<file path="config.mk">
export PLATFORM = sky130hd
export DESIGN_NAME = ps2_joy_mapper
export DESIGN_NICKNAME = d
export VERILOG_FILES = /design/src/rtl/ps2_joy_mapper.sv
export SDC_FILE = /design/constraint.sdc
export NUM_CORES = 1
export LEC_CHECK = 0
export ABC_CLOCK_PERIOD_IN_PS = 1800
export CORE_MARGIN = 4
export CORE_UTILIZATION = 51
export DETAILED_ROUTE_END_ITERATION = 8
export PLACE_DENSITY = 0.87
export SLEW_MARGIN = 30
export SYNTH_ARGS = -nofsm -noshare
export SYNTH_HDL_FRONTEND = slang
export SYNTH_SLANG_ARGS = --single-unit
</file>
<file path="constraint.sdc">
create_clock -name clk -period 1.8 [get_ports clk]
set_input_delay 0.36 -clock clk [delete_from_list [all_inputs] [get_ports clk]]
set_output_delay 0.36 -clock clk [all_outputs]
set_load 0.03 [all_outputs]
</file>
<file path="src/rtl/ps2_joy_mapper.sv">
// PS/2 keyboard to joystick mapper: programmable 8-entry key map feeding one pad for the
// currently selected player, with opposing-direction cleaning and per-button turbo.
module ps2_joy_mapper #(
    parameter int NUM_PLAYERS = 4,
    parameter int TURBO_DIV   = 500000,
    parameter int SOCD_MODE   = 0
) (
    input  logic                     clk,
    input  logic                     reset,
    input  logic [10:0]              ps2_key,
    input  logic                     map_we,
    input  logic [2:0]               map_idx,
    input  logic [8:0]               map_key,
    input  logic [7:0]               turbo_en,
    output logic [8*NUM_PLAYERS-1:0] joystick,
    output logic [1:0]               active_player
);
    localparam int CNT_W = (TURBO_DIV > 1) ? $clog2(TURBO_DIV) : 1;
    localparam logic [CNT_W-1:0] CNT_MAX = CNT_W'(TURBO_DIV - 1);
    localparam logic [2:0] NP_L = 3'(NUM_PLAYERS);

    logic                     old_stb_r;
    logic [7:0]               held_r;
    logic [8:0]               map_r [0:7];
    logic [1:0]               active_player_r;
    logic [CNT_W-1:0]         turbo_cnt_r;
    logic                     turbo_phase_r;
    logic                     last_ud_r;   // 1: down was pressed more recently than up
    logic                     last_lr_r;   // 1: right was pressed more recently than left
    logic [8*NUM_PLAYERS-1:0] joystick_r;

    logic                     event_s;
    logic                     is_sel_s;
    logic [1:0]               sel_idx_s;
    logic                     sel_ok_s;
    logic [7:0]               match_s;
    logic [7:0]               cleaned_s;
    logic [7:0]               byte_s;
    logic [8*NUM_PLAYERS-1:0] out_s;

    function automatic logic [8:0] map_default(input logic [2:0] idx);
        case (idx)
            3'd0:    map_default = {1'b0, 8'h29};
            3'd1:    map_default = {1'b0, 8'h11};
            3'd2:    map_default = {1'b0, 8'h0D};
            3'd3:    map_default = {1'b0, 8'h5A};
            3'd4:    map_default = {1'b1, 8'h75};
            3'd5:    map_default = {1'b1, 8'h72};
            3'd6:    map_default = {1'b1, 8'h6B};
            default: map_default = {1'b1, 8'h74};
        endcase
    endfunction

    // Event detection, player-select decode and key-map matching against the current table
    always_comb begin
        event_s   = ps2_key[10] ^ old_stb_r;
        is_sel_s  = 1'b0;
        sel_idx_s = 2'd0;
        if (!ps2_key[8]) begin
            case (ps2_key[7:0])
                8'h16:   begin is_sel_s = 1'b1; sel_idx_s = 2'd0; end
                8'h1E:   begin is_sel_s = 1'b1; sel_idx_s = 2'd1; end
                8'h26:   begin is_sel_s = 1'b1; sel_idx_s = 2'd2; end
                8'h25:   begin is_sel_s = 1'b1; sel_idx_s = 2'd3; end
                default: begin is_sel_s = 1'b0; sel_idx_s = 2'd0; end
            endcase
        end else begin
            is_sel_s  = 1'b0;
            sel_idx_s = 2'd0;
        end
        sel_ok_s = event_s & is_sel_s & ps2_key[9] & ({1'b0, sel_idx_s} < NP_L)
                   & (sel_idx_s != active_player_r);
        for (int i = 0; i < 8; i++) begin
            match_s[i] = event_s & ~is_sel_s & (map_r[i] == ps2_key[8:0]);
        end
    end

    // Opposing-direction cleaning, turbo gating and placement into the active player's slice
    always_comb begin
        cleaned_s = held_r;
        if (held_r[4] && held_r[5]) begin
            if (SOCD_MODE == 1) begin
                cleaned_s[4] = ~last_ud_r;
                cleaned_s[5] = last_ud_r;
            end else begin
                cleaned_s[5:4] = 2'b00;
            end
        end else begin
            cleaned_s[5:4] = held_r[5:4];
        end
        if (held_r[6] && held_r[7]) begin
            if (SOCD_MODE == 1) begin
                cleaned_s[6] = ~last_lr_r;
                cleaned_s[7] = last_lr_r;
            end else begin
                cleaned_s[7:6] = 2'b00;
            end
        end else begin
            cleaned_s[7:6] = held_r[7:6];
        end
        byte_s = cleaned_s & (~turbo_en | {8{turbo_phase_r}});
        out_s  = '0;
        for (int p = 0; p < NUM_PLAYERS; p++) begin
            out_s[8*p +: 8] = (active_player_r == 2'(p)) ? byte_s : 8'd0;
        end
    end

    // Held buttons, key map, player select, turbo timebase and the output registers
    always_ff @(posedge clk) begin
        old_stb_r <= ps2_key[10];
        if (reset) begin
            held_r          <= 8'd0;
            active_player_r <= 2'd0;
            turbo_cnt_r     <= '0;
            turbo_phase_r   <= 1'b1;
            last_ud_r       <= 1'b0;
            last_lr_r       <= 1'b0;
            joystick_r      <= '0;
            for (int i = 0; i < 8; i++) begin
                map_r[i] <= map_default(3'(i));
            end
        end else begin
            joystick_r <= out_s;
            if (turbo_cnt_r == CNT_MAX) begin
                turbo_cnt_r   <= '0;
                turbo_phase_r <= ~turbo_phase_r;
            end else begin
                turbo_cnt_r <= turbo_cnt_r + CNT_W'(1);
            end
            if (sel_ok_s) begin
                active_player_r <= sel_idx_s;
                held_r          <= 8'd0;
            end else begin
                held_r <= (held_r & ~match_s) | (match_s & {8{ps2_key[9]}});
            end
            if (ps2_key[9] && match_s[5]) begin
                last_ud_r <= 1'b1;
            end else if (ps2_key[9] && match_s[4]) begin
                last_ud_r <= 1'b0;
            end
            if (ps2_key[9] && match_s[7]) begin
                last_lr_r <= 1'b1;
            end else if (ps2_key[9] && match_s[6]) begin
                last_lr_r <= 1'b0;
            end
            if (map_we) begin
                map_r[map_idx] <= map_key;
            end
        end
    end

    assign joystick      = joystick_r;
    assign active_player = active_player_r;

endmodule
</file>
# Word level (Yosys, flattened, before mapping)
# Memory sizes are Yosys's and may differ from the RTL's.
# Cells that the tools add are included.
[word_totals]
ff_bits = 63
ram_bits = 72
output_inout_bits = 34
word_cells = 87
mem_count = 1
[mem_list]
columns = ["name", "depth", "width", "rd", "rd_clocked_by_memory_dff", "wr", "line", "text"]
rows = [
  ["map_r", 8, 9, 8, 0, 8, "24", "logic [8:0] map_r [0:7];"],
]
[op_classes]
n_addsub = 1
eq_ne = 17
muxes = 22
bitwise_logic = 26
n_reduce_logical = 11
[op_table]
columns = ["operator", "count"]
rows = [
  ["$mux W9", 9],
  ["$eq A9 B9 Y1", 8],
  ["$and A8 B8 Y8", 3],
  ["$add A19 B1 Y19 const B", 1],
  ["$eq A19 B19 Y1 const B", 1],
  ["$eq A8 B5 Y1 const B", 2],
  ["$eq A8 B6 Y1 const B", 2],
  ["$not A8 Y8", 2],
  ["$or A8 B8 Y8", 2],
  ["$and A1 B1 Y1", 12],
  ["$reduce_or A2 Y1", 6],
  ["$reduce_or A9 Y1", 1],
  ["$mux W1", 8],
  ["$mux W2", 3],
  ["$not A1 Y1", 6],
  ["$pmux W2 S3", 1],
  ["$eq A2 B2 Y1 const B", 2],
  ["$reduce_or A4 Y1", 1],
  ["$mux W3", 1],
  ["$eq A2 B1 Y1 const B", 1],
  ["$logic_and A1 B1 Y1", 2],
  ["$logic_not A2 Y1", 1],
  ["$ne A2 B2 Y1", 1],
  ["$xor A1 B1 Y1", 1],
]

# Longest topological paths before layout
# Gate-level depths: netlist (run 1).
[logic_depth]
word_depth = 10
depth_mapped = 7
ltp_nobuf = 6

# Worst setup path after synthesis (run 1)
# OpenSTA, ideal clock, no wires.
[synth_timing]
path_kind = "input-to-reg"
from = "input port reset"
to = "memory map_r[0][0] (enable)"
t_arrival_ns = 1.551
t_required_ns = 1.487
slack_ns = -0.064
cell_stages = 4
cell_sequence = "clkbuf_1 -> or3b_1 -> nor3_1 -> or2_2"
[synth_lines]
columns = ["item", "line", "text"]
rows = [
  ["start: declaration", "9", "input logic reset,"],
  ["end: declaration", "24", ""],
]

==> impl_metrics.json, run 1 <==
{
  "sw_frac_of_total_pct": 23.1,
  "drt_drc_violations_left": 0,
  "number_of_buffers_inserted_during_clock_tree_synthesis": 17,
  "worst-slew-pin-transition_ps": 429,
  "floorplan.initialDensity_pct": 52.6,
  "design.portCount": 68,
  "crit_top_cell": "sky130_fd_sc_hd__buf_4",
  "buffer_ports.inserted": 67,
  "timing.critical_path.arrival_ps": 2080,
  "layout_worst_path_cycle_share_pct": 100,
  "leakage_dissipation_nw": 2.96,
  "syn-cell-area_um2": 6060,
  "fp.dieArea_um2": 13700,
  "timing.critical_path.cells": "xor2_1 > nor4_1 > nand4_1 > buf_4 > buf_4 > o31ai_2 > a221oi_2",
  "finalWorstSetupSlack_ps": -6.24,
  "cell_at_the_root_of_the_clock_tree": "sky130_fd_sc_hd__clkbuf_16",
  "fin_crit_ps": 1810,
  "intPower_mw": 5.77,
  "vias_cell": 5.60,
  "preCtsSetupSlack_ps": -548,
  "dr_total_vias": 4584,
  "synthFlopType": "sky130_fd_sc_hd__edfxtp_1",
  "worstSkewPairLatency_ps": 420,
  "violated_checks": "setup timing",
  "net-switching-power_mw": 1.73,
  "cts.sinks": 135,
  "max_slew_margin_pct": 71.1,
  "wl_mm": 15.5,
  "vdd_ir_drop_max_mv": 0.624,
  "grt_use_total_pct": 23.8,
  "dp.final_hpwl_mm": 10.4,
  "grt_overflow": 0,
  "routed_wire_length_per_instance_um": 19.0,
  "num-fill-cells": 751,
  "number_of_flops_mapped_to_enable_cells_by_yosys": 72,
  "cp_max_fo": 2,
  "post_synth_main_area_contributors": "sky130_fd_sc_hd__edfxtp_1, sky130_fd_sc_hd__dfxtp_1, sky130_fd_sc_hd__xnor2_1",
  "maxClockFrequency_mhz": 554,
  "critical_path.endpoint_type": "flip-flop",
  "status": "finished with violations",
  "clock_power_share_pct": 45.6,
  "min-delay-path-class": "input port to flip-flop",
  "final_antenna_net_count": 0,
  "timing.max_cap.violations": 0,
  "antenna_found_initial": 0,
  "power.share.sequential_pct": 45.8,
  "rsz_0062_raised_after_global_routing": "true",
  "clk_pin_slew_worst_paths_ps": 60,
  "nets": 697,
  "yosysSeqAreaShare_pct": 56.5,
  "cts_tree": "yes",
  "num_rows": 39,
  "layout.cells.most_common": "sky130_fd_sc_hd__edfxtp_1",
  "antenna_cells": 0,
  "worst_setup_path_start_kind": "flip-flop",
  "criticalPathCategory": "flip-flop to flip-flop",
  "first_global_vias": 4652,
  "count_of_endpoints_failing_hold_in_the_final_timing_report": 0,
  "die_w_um": 117,
  "worst_path_required_ps": 2080,
  "cts.path.max_buffers": 2,
  "layout_common_cells": "sky130_fd_sc_hd__edfxtp_1, sky130_fd_sc_hd__nor2_1, sky130_fd_sc_hd__buf_4",
  "synth_cell_types": 48,
  "critical_path.max_stage_delay_ps": 420,
  "synthesized_netlist_net_count": 566,
  "cts-htree-levels": 4,
  "critPathSlowestCell": "sky130_fd_sc_hd__edfxtp_1",
  "final.setup_skew_ps": 8.47,
  "power.share.combinational_pct": 8.7,
  "grt_start_max_net_pins": 27,
  "synthesis.instances": 531,
  "setup_viol": 1,
  "postSynthAreaPerCell_um2": 11.4,
  "netlist.top_cell.by_area": "sky130_fd_sc_hd__edfxtp_1",
  "postPlaceCellArea_um2": 7230,
  "ys_warn_count": 0,
  "drive_gt1_share_pct": 21.3,
  "slew_violations": 0,
  "die_height_um": 117,
  "design_area_um2": 8010,
  "areaGrowthSynthToFinish_pct": 32.3,
  "totalNegativeSetupSlack_ps": -6.24,
  "synth_top_cell_area_share_pct": 35.7,
  "detailed_routing_iteration_count_for_the_pre_antenna_repair_pass": 5,
  "place.gp.congestion": 0.895,
  "floorplan.core_area_um2": 11500,
  "postSynthRegisterBits": 135,
  "asyncSetResetFlopFracSynth_pct": 0,
  "power_per_cell_area_nw_per_um2": 936,
  "grt_pass1_wl_mm": 24.4,
  "drt_first_iter_violations": 439
}
-- sequential cells by signal, indices dropped and copies added (netlist names), named ones only --
register       cells
joystick          32
map_r             72
turbo_cnt_r       19
active_player      2
old_stb_r          1
turbo_phase_r      1
-- per-layer routing --
metal	wire length, um	global-route usage [%]	up-vias
met5	0	0	-
met4	563	11.4	0
li1	-	-	2116
met3	1200	5.14	52
met1	6160	28.8	2165
met2	7600	40.6	251
-- cell families (layout without fill, tap and decap cells) --
logic type               Yosys count  count (layout)  synth area share [%]
buffers and inverters             46             189                  4.01
flip-flops                       135             135                  56.5
multiplexers                       2               2                 0.351
XOR/XNOR                          93              93                  13.4
adder cells (fa/ha/maj)            1               1                 0.207
AND/OR/NAND/NOR                  226             227                  20.7
AO/OA/AOI/OAI                     28              28                  4.73
-- through the flow --
stage | utilization [%] | power, mW | cells | hold slack (ps)
after floorplan | - | 3.81 | 531 | 388
after global placement | 62.7 | 4.06 | 772 | 443
after detailed placement | 62.7 | 4.09 | 772 | 458
after CTS | 69.2 | 7.48 | 818 | 445
after global routing | 69.6 | 7.72 | 818 | 441
final | 69.6 | 7.50 | 818 | 455
-- final timing paths --
path | start | end | slack, ps | depth (start not counted)
worst max-delay path | map_r[2][3] | flip-flop | -6 | 7
worst min-delay path | ps2_key[10] | old_stb_r | 460 | 1
worst max register to register | map_r[2][3] | flip-flop | -6 | 7
worst min register to register | turbo_cnt_r[0] | turbo_cnt_r[0] | 470 | 1
-- worst max-delay path, delay by kind of cell (launching register included) --
kind | cells | cell delay (ps)
DFF | 1 | 420
and+or+nand+nor | 2 | 440
buffers and inverters | 2 | 280
AOI/OAI and AO/OA | 2 | 330
xor gates and xnor gates | 1 | 190
-- layout make-up --
cell class / count / area [um2] / share of cell area (%)
Clock buffer: 23 / 499 / 6.23
Multi-Input combinational cell: 351 / 2490 / 31.0
Tap cell: 143 / 179 / 2.23
Inverter: 18 / 67.6 / 0.843
Sequential cell: 135 / 3420 / 42.7
Clock inverter: 9 / 85.1 / 1.06
Timing Repair Buffer: 139 / 1270 / 15.9
-- repair_timing --
item                       CTS  global route
gates cloned                 1             0
hold buffers                 0             0
setup endpoints to repair   23            32
gates resized for setup     26            10
pin swaps                   20            17
setup buffers               13             0
-- cell usage after synthesis (14+ instances only) --
library cell,number
sky130_fd_sc_hd__nor3_1,19
sky130_fd_sc_hd__edfxtp_1,72
sky130_fd_sc_hd__nand2_1,19
sky130_fd_sc_hd__nor2_1,65
sky130_fd_sc_hd__xor2_1,43
sky130_fd_sc_hd__and2_1,21
sky130_fd_sc_hd__nand4_1,16
sky130_fd_sc_hd__xnor2_1,50
sky130_fd_sc_hd__inv_1,18
sky130_fd_sc_hd__dfxtp_1,63
sky130_fd_sc_hd__nor4_1,14
sky130_fd_sc_hd__clkbuf_1,16
sky130_fd_sc_hd__or3_1,27
-- power by group through the flow --
stage,sequential (mW),combinational [mW],clock (mW)
final,3.43,0.651,3.42
after global routing,3.44,0.697,3.58
after CTS,3.43,0.628,3.43
after detailed placement,3.49,0.593,0
after global placement,3.49,0.571,0
after floorplan,3.46,0.349,0
(Power assumes the default switching activity.)
==> inputs of run 2 (changes only) <==
- ABC_AREA: unset -> 0
- CORE_ASPECT_RATIO: unset -> 0.6
==> run 2 against run 1 <==
The flow still finishes with violations (setup timing); largest power group is now clock; sequential power barely moved; largest cell class unchanged; setup slack got worse by 24 ps; combinational power increased by 6.3%; sequential cell count did not move; via count is 1.1% higher; utilization grew 1.9 points; highest routed layer unchanged; cell count up 3.1%; global-route usage rose by 1.0 points; clock skew is 4.0 ps lower; clock-buffer cell count shrank 3.
==> impl_metrics.json, run 2 (same netlist as run 1, synthesis figures left out) <==
{
  "first_global_vias": 4742,
  "place.gp.congestion": 0.891,
  "num-fill-cells": 738,
  "drt_drc_violations_left": 0,
  "cts-htree-levels": 4,
  "finalWorstSetupSlack_ps": -30.5,
  "totalNegativeSetupSlack_ps": -52.8,
  "grt_start_max_net_pins": 24,
  "timing.critical_path.arrival_ps": 2160,
  "design_area_um2": 8180,
  "design.portCount": 68,
  "worst_setup_path_start_kind": "flip-flop",
  "cts.path.max_buffers": 2,
  "antenna_found_initial": 0,
  "dp.final_hpwl_mm": 11.5,
  "preCtsSetupSlack_ps": -586,
  "postPlaceCellArea_um2": 7340,
  "intPower_mw": 5.89,
  "final_antenna_net_count": 0,
  "slew_violations": 0,
  "status": "finished with violations",
  "regArea_um2": 3420,
  "drive_gt1_share_pct": 23.3,
  "layout_common_cells": "sky130_fd_sc_hd__edfxtp_1, sky130_fd_sc_hd__buf_4, sky130_fd_sc_hd__nor2_1",
  "largest_register": "map_r",
  "buffer_ports.inserted": 67,
  "multi_input_comb_area_um2": 2530,
  "antenna_cells": 0,
  "cts_tree": "yes",
  "critical_path.endpoint_type": "flip-flop",
  "maxClockFrequency_mhz": 546,
  "grt_use_total_pct": 24.9,
  "power.share.combinational_pct": 9.0,
  "grt_pass1_wl_mm": 25.8,
  "hold-worst-slack_ps": 128,
  "wl_mm": 16.8,
  "critical_path.max_stage_delay_ps": 460,
  "clock_power_share_pct": 46.6,
  "sw_frac_of_total_pct": 23.4,
  "min-delay-path-class": "input port to flip-flop",
  "criticalPathCategory": "flip-flop to flip-flop",
  "leakage_dissipation_nw": 3.15,
  "dr_total_vias": 4633,
  "num_rows": 30,
  "critPathSlowestCell": "sky130_fd_sc_hd__or4_4",
  "floorplan.initialDensity_pct": 52.9,
  "power.share.sequential_pct": 44.4,
  "timing.max_cap.violations": 0,
  "nets": 705,
  "cp_max_fo": 2,
  "max_slew_margin_pct": 67.1,
  "clk_pin_slew_worst_paths_ps": 60,
  "vias_cell": 5.50,
  "timing.critical_path.cells": "xor2_1 > nor4_2 > nand4_1 > or4_4 > a221oi_2",
  "detailed_routing_iteration_count_for_the_pre_antenna_repair_pass": 6,
  "die_height_um": 92.4,
  "die_w_um": 149,
  "worst-slew-pin-transition_ps": 492,
  "worst_path_required_ps": 2130,
  "cts.sinks": 135,
  "setup_viol": 2,
  "rsz_0062_raised_after_global_routing": "true",
  "count_of_endpoints_failing_hold_in_the_final_timing_report": 0,
  "fp.dieArea_um2": 13700,
  "largest_register_ff_count": 72,
  "net-switching-power_mw": 1.80,
  "violated_checks": "setup timing",
  "final.setup_skew_ps": 4.46,
  "areaGrowthSynthToFinish_pct": 35.1,
  "number_of_buffers_inserted_during_clock_tree_synthesis": 17,
  "floorplan.core_area_um2": 11400,
  "vdd_ir_drop_max_mv": 0.686,
  "cell_at_the_root_of_the_clock_tree": "sky130_fd_sc_hd__clkbuf_16",
  "fin_crit_ps": 1830,
  "worstSkewPairLatency_ps": 420,
  "layout_worst_path_cycle_share_pct": 102,
  "routed_wire_length_per_instance_um": 19.9,
  "power_per_cell_area_nw_per_um2": 941,
  "drt_first_iter_violations": 416,
  "grt_overflow": 0
}
==> run 2: worst paths after layout <==
path                            slack, ps      startpoint             end  depth (start not counted)
worst max-delay path                  -30     map_r[7][2]       flip-flop                          5
worst min register to register        500  turbo_cnt_r[0]  turbo_cnt_r[0]                          1
worst max register to register        -30     map_r[7][2]       flip-flop                          5
worst min-delay path                  130     ps2_key[10]       old_stb_r                          1
==> run 2: power by group through the flow <==
stage	clock network [mW]	registers, mW	logic [mW]
after floorplan	0	3.46	0.349
after CTS	3.60	3.42	0.659
after global routing	3.76	3.42	0.736
after global placement	0	3.47	0.607
final	3.59	3.42	0.692
after detailed placement	0	3.48	0.629
==> run 2: stage by stage <==
stage / utilization (%) / total power [mW] / std cells
after floorplan: - / 3.81 / 531
after global placement: 64.1 / 4.08 / 800
after detailed placement: 64.1 / 4.11 / 800
after CTS: 70.6 / 7.68 / 841
after global routing: 71.5 / 7.92 / 843
final: 71.5 / 7.70 / 843
==> run 2: final cells by class <==
class                   instances  share of cell area [%]
flip-flops and latches        135                    41.8
multi-input cells             351                    30.9
repair buffers                147                    16.5
clock buffers                  20                    5.84
well taps                     160                    2.45
clock inverters                12                    1.64
inverters                      18                   0.826
==> run 2: timing repair <==
item | 4_1_cts | 5_1_grt
setup endpoints to repair | 29 | 47
cloned | 1 | 0
pin swaps | 20 | 14
buffers inserted | 8 | 2
hold buffers | 0 | 0
gates resized for setup | 27 | 24
==> run 2: critical path: cells and delay by family, from the launching register on <==
family,cells,cell delay (ps)
DFF,1,410
AOI/OAI and AO/OA,1,240
xor gates and xnor gates,1,170
and+or+nand+nor,3,930
==> run 2: metal layers <==
metal  global-route usage, %  part of all wire (%)  vias to the layer above  wire length [um]
met2                    39.6                    47                      232              7900
li1                        -                     -                     2131                 -
met5                       0                     0                        -                 0
met3                    8.02                   9.8                       24              1650
met1                    33.2                    42                     2246              7010
met4                    6.07                   1.4                        0               228
==> inputs of run 3 (changes only) <==
- REMOVE_ABC_BUFFERS: unset -> 1
==> run 3 against run 2 <==
The run still ends with setup timing left; hold slack improved by 320 ps; register-to-register slack got worse by 70 ps; clock skew increased by 3.4 ps; sequential power about the same; non-clock buffer count increased by 3; clock power decreased by 3%; largest power group unchanged.
==> impl_metrics.json, run 3 (same netlist as run 1, synthesis figures left out) <==
{
  "largest_register_ff_count": 72,
  "vias_cell": 5.66,
  "antenna_cells": 0,
  "violated_checks": "setup timing",
  "dp.final_hpwl_mm": 12.2,
  "count_of_endpoints_failing_hold_in_the_final_timing_report": 0,
  "max_slew_margin_pct": 62.5,
  "final.setup_skew_ps": 7.88,
  "die_w_um": 149,
  "layout.cells.most_common": "sky130_fd_sc_hd__edfxtp_1",
  "clock_power_share_pct": 45.5,
  "net-switching-power_mw": 1.81,
  "detailed_routing_iteration_count_for_the_pre_antenna_repair_pass": 5,
  "slew_violations": 0,
  "power.share.combinational_pct": 9.8,
  "rsz_0062_raised_after_global_routing": "true",
  "layout_common_cells": "sky130_fd_sc_hd__edfxtp_1, sky130_fd_sc_hd__buf_4, sky130_fd_sc_hd__nor2_1",
  "wl_mm": 17.9,
  "preCtsSetupSlack_ps": -779,
  "first_global_vias": 4999,
  "floorplan.initialDensity_pct": 52.9,
  "status": "finished with violations",
  "design.portCount": 68,
  "fp.dieArea_um2": 13700,
  "ctsHoldBuffers": 0,
  "cts_tree": "yes",
  "drt_drc_violations_left": 0,
  "drive_gt1_share_pct": 23.8,
  "leakage_dissipation_nw": 3.02,
  "worstSkewPairLatency_ps": 420,
  "vdd_ir_drop_max_mv": 0.714,
  "fin_crit_ps": 1900,
  "num_rows": 30,
  "grt_overflow": 0,
  "maxClockFrequency_mhz": 525,
  "num-fill-cells": 735,
  "antenna_found_initial": 0,
  "finalWorstSetupSlack_ps": -104,
  "grt_start_max_net_pins": 26,
  "number_of_buffers_inserted_during_clock_tree_synthesis": 17,
  "worst_path_required_ps": 2120,
  "floorplan.core_area_um2": 11400,
  "min-delay-path-class": "input port to flip-flop",
  "totalNegativeSetupSlack_ps": -616,
  "final_antenna_net_count": 0,
  "power.share.sequential_pct": 44.7,
  "largest_register": "map_r",
  "place.gp.congestion": 0.944,
  "cp_max_fo": 2,
  "grt_use_total_pct": 26.6,
  "routed_wire_length_per_instance_um": 21.2,
  "reg2reg_slack_ps": -100,
  "cts-htree-levels": 4,
  "cell_at_the_root_of_the_clock_tree": "sky130_fd_sc_hd__clkbuf_16",
  "buffer_ports.inserted": 67,
  "layout_worst_path_cycle_share_pct": 106,
  "cts.sinks": 135,
  "cts.path.max_buffers": 2,
  "drt_first_iter_violations": 487,
  "clk_pin_slew_worst_paths_ps": 60,
  "finalPower_mw": 7.65,
  "final_core_util_pct": 71.9,
  "grt_pass1_wl_mm": 27.3,
  "worst_setup_path_start_kind": "flip-flop",
  "criticalPathCategory": "flip-flop to flip-flop",
  "timing.max_cap.violations": 0,
  "areaGrowthSynthToFinish_pct": 35.9,
  "nets": 707,
  "worst-slew-pin-transition_ps": 556,
  "setup_viol": 29,
  "die_height_um": 92.4,
  "timing.critical_path.arrival_ps": 2230,
  "power_per_cell_area_nw_per_um2": 930,
  "sw_frac_of_total_pct": 23.7,
  "critical_path.endpoint_type": "flip-flop",
  "intPower_mw": 5.84,
  "dr_total_vias": 4780
}
[run 3: through the flow]
stage / cell area, um2 / std cells / hold slack, ps
4_1_cts: 8130 / 843 / 443
5_1_grt: 8230 / 845 / 446
3_5_place_dp: 7360 / 803 / 462
2_1_floorplan: 5880 / 503 / 388
6_report: 8230 / 845 / 452
3_3_place_gp: 7360 / 803 / 438
[run 3: area by class of cell]
class                   instances  area (um2)  area share [%]
clock buffers                  22         508            6.17
well taps                     160         200            2.43
flip-flops and latches        135        3420            41.6
multi-input cells             350        2560            31.1
repair buffers                150        1390            16.9
clock inverters                10        85.1            1.03
inverters                      18        67.6           0.821
[run 3: critical path, stage by stage, from the launching register on]
cell and delay, ps:
sky130_fd_sc_hd__edfxtp_1 460, sky130_fd_sc_hd__xor2_1 190, sky130_fd_sc_hd__nor4_2 300, sky130_fd_sc_hd__nand4_1 170, sky130_fd_sc_hd__or4_4 440, sky130_fd_sc_hd__a221oi_2 250
[run 3: layer usage]
metal	vias up	share of wire (%)	global-route usage (%)	wire length [um]
li1	2127	-	-	-
met1	2361	40	33.8	7180
met2	243	46	41.2	8320
met3	47	11	10.6	1940
met4	2	2.5	9.15	455
met5	-	0.31	3.46	56
[run 3: what timing repair did]
item	in CTS	in global routing
setup endpoints to repair	39	42
pin swaps	23	17
resized for setup	36	16
setup buffers	9	2
hold endpoints to repair	0	0
gates cloned	0	0
[run 3: power groups by stage]
stage	clock network [mW]	logic, mW	registers, mW
detailed placement	0	0.659	3.48
floorplan	0	0.265	3.46
global placement	0	0.635	3.47
CTS	3.48	0.706	3.42
finish	3.48	0.753	3.42
global route	3.63	0.793	3.43
[run 3: path summary, 6_finish.rpt]
check / startpoint / endpoint / cells past startpoint
max: map_r[7][2] / flip-flop / 5
min: ps2_key[10] / old_stb_r / 1
max reg2reg: map_r[7][2] / flip-flop / 5
min reg2reg: flip-flop / flip-flop / 2
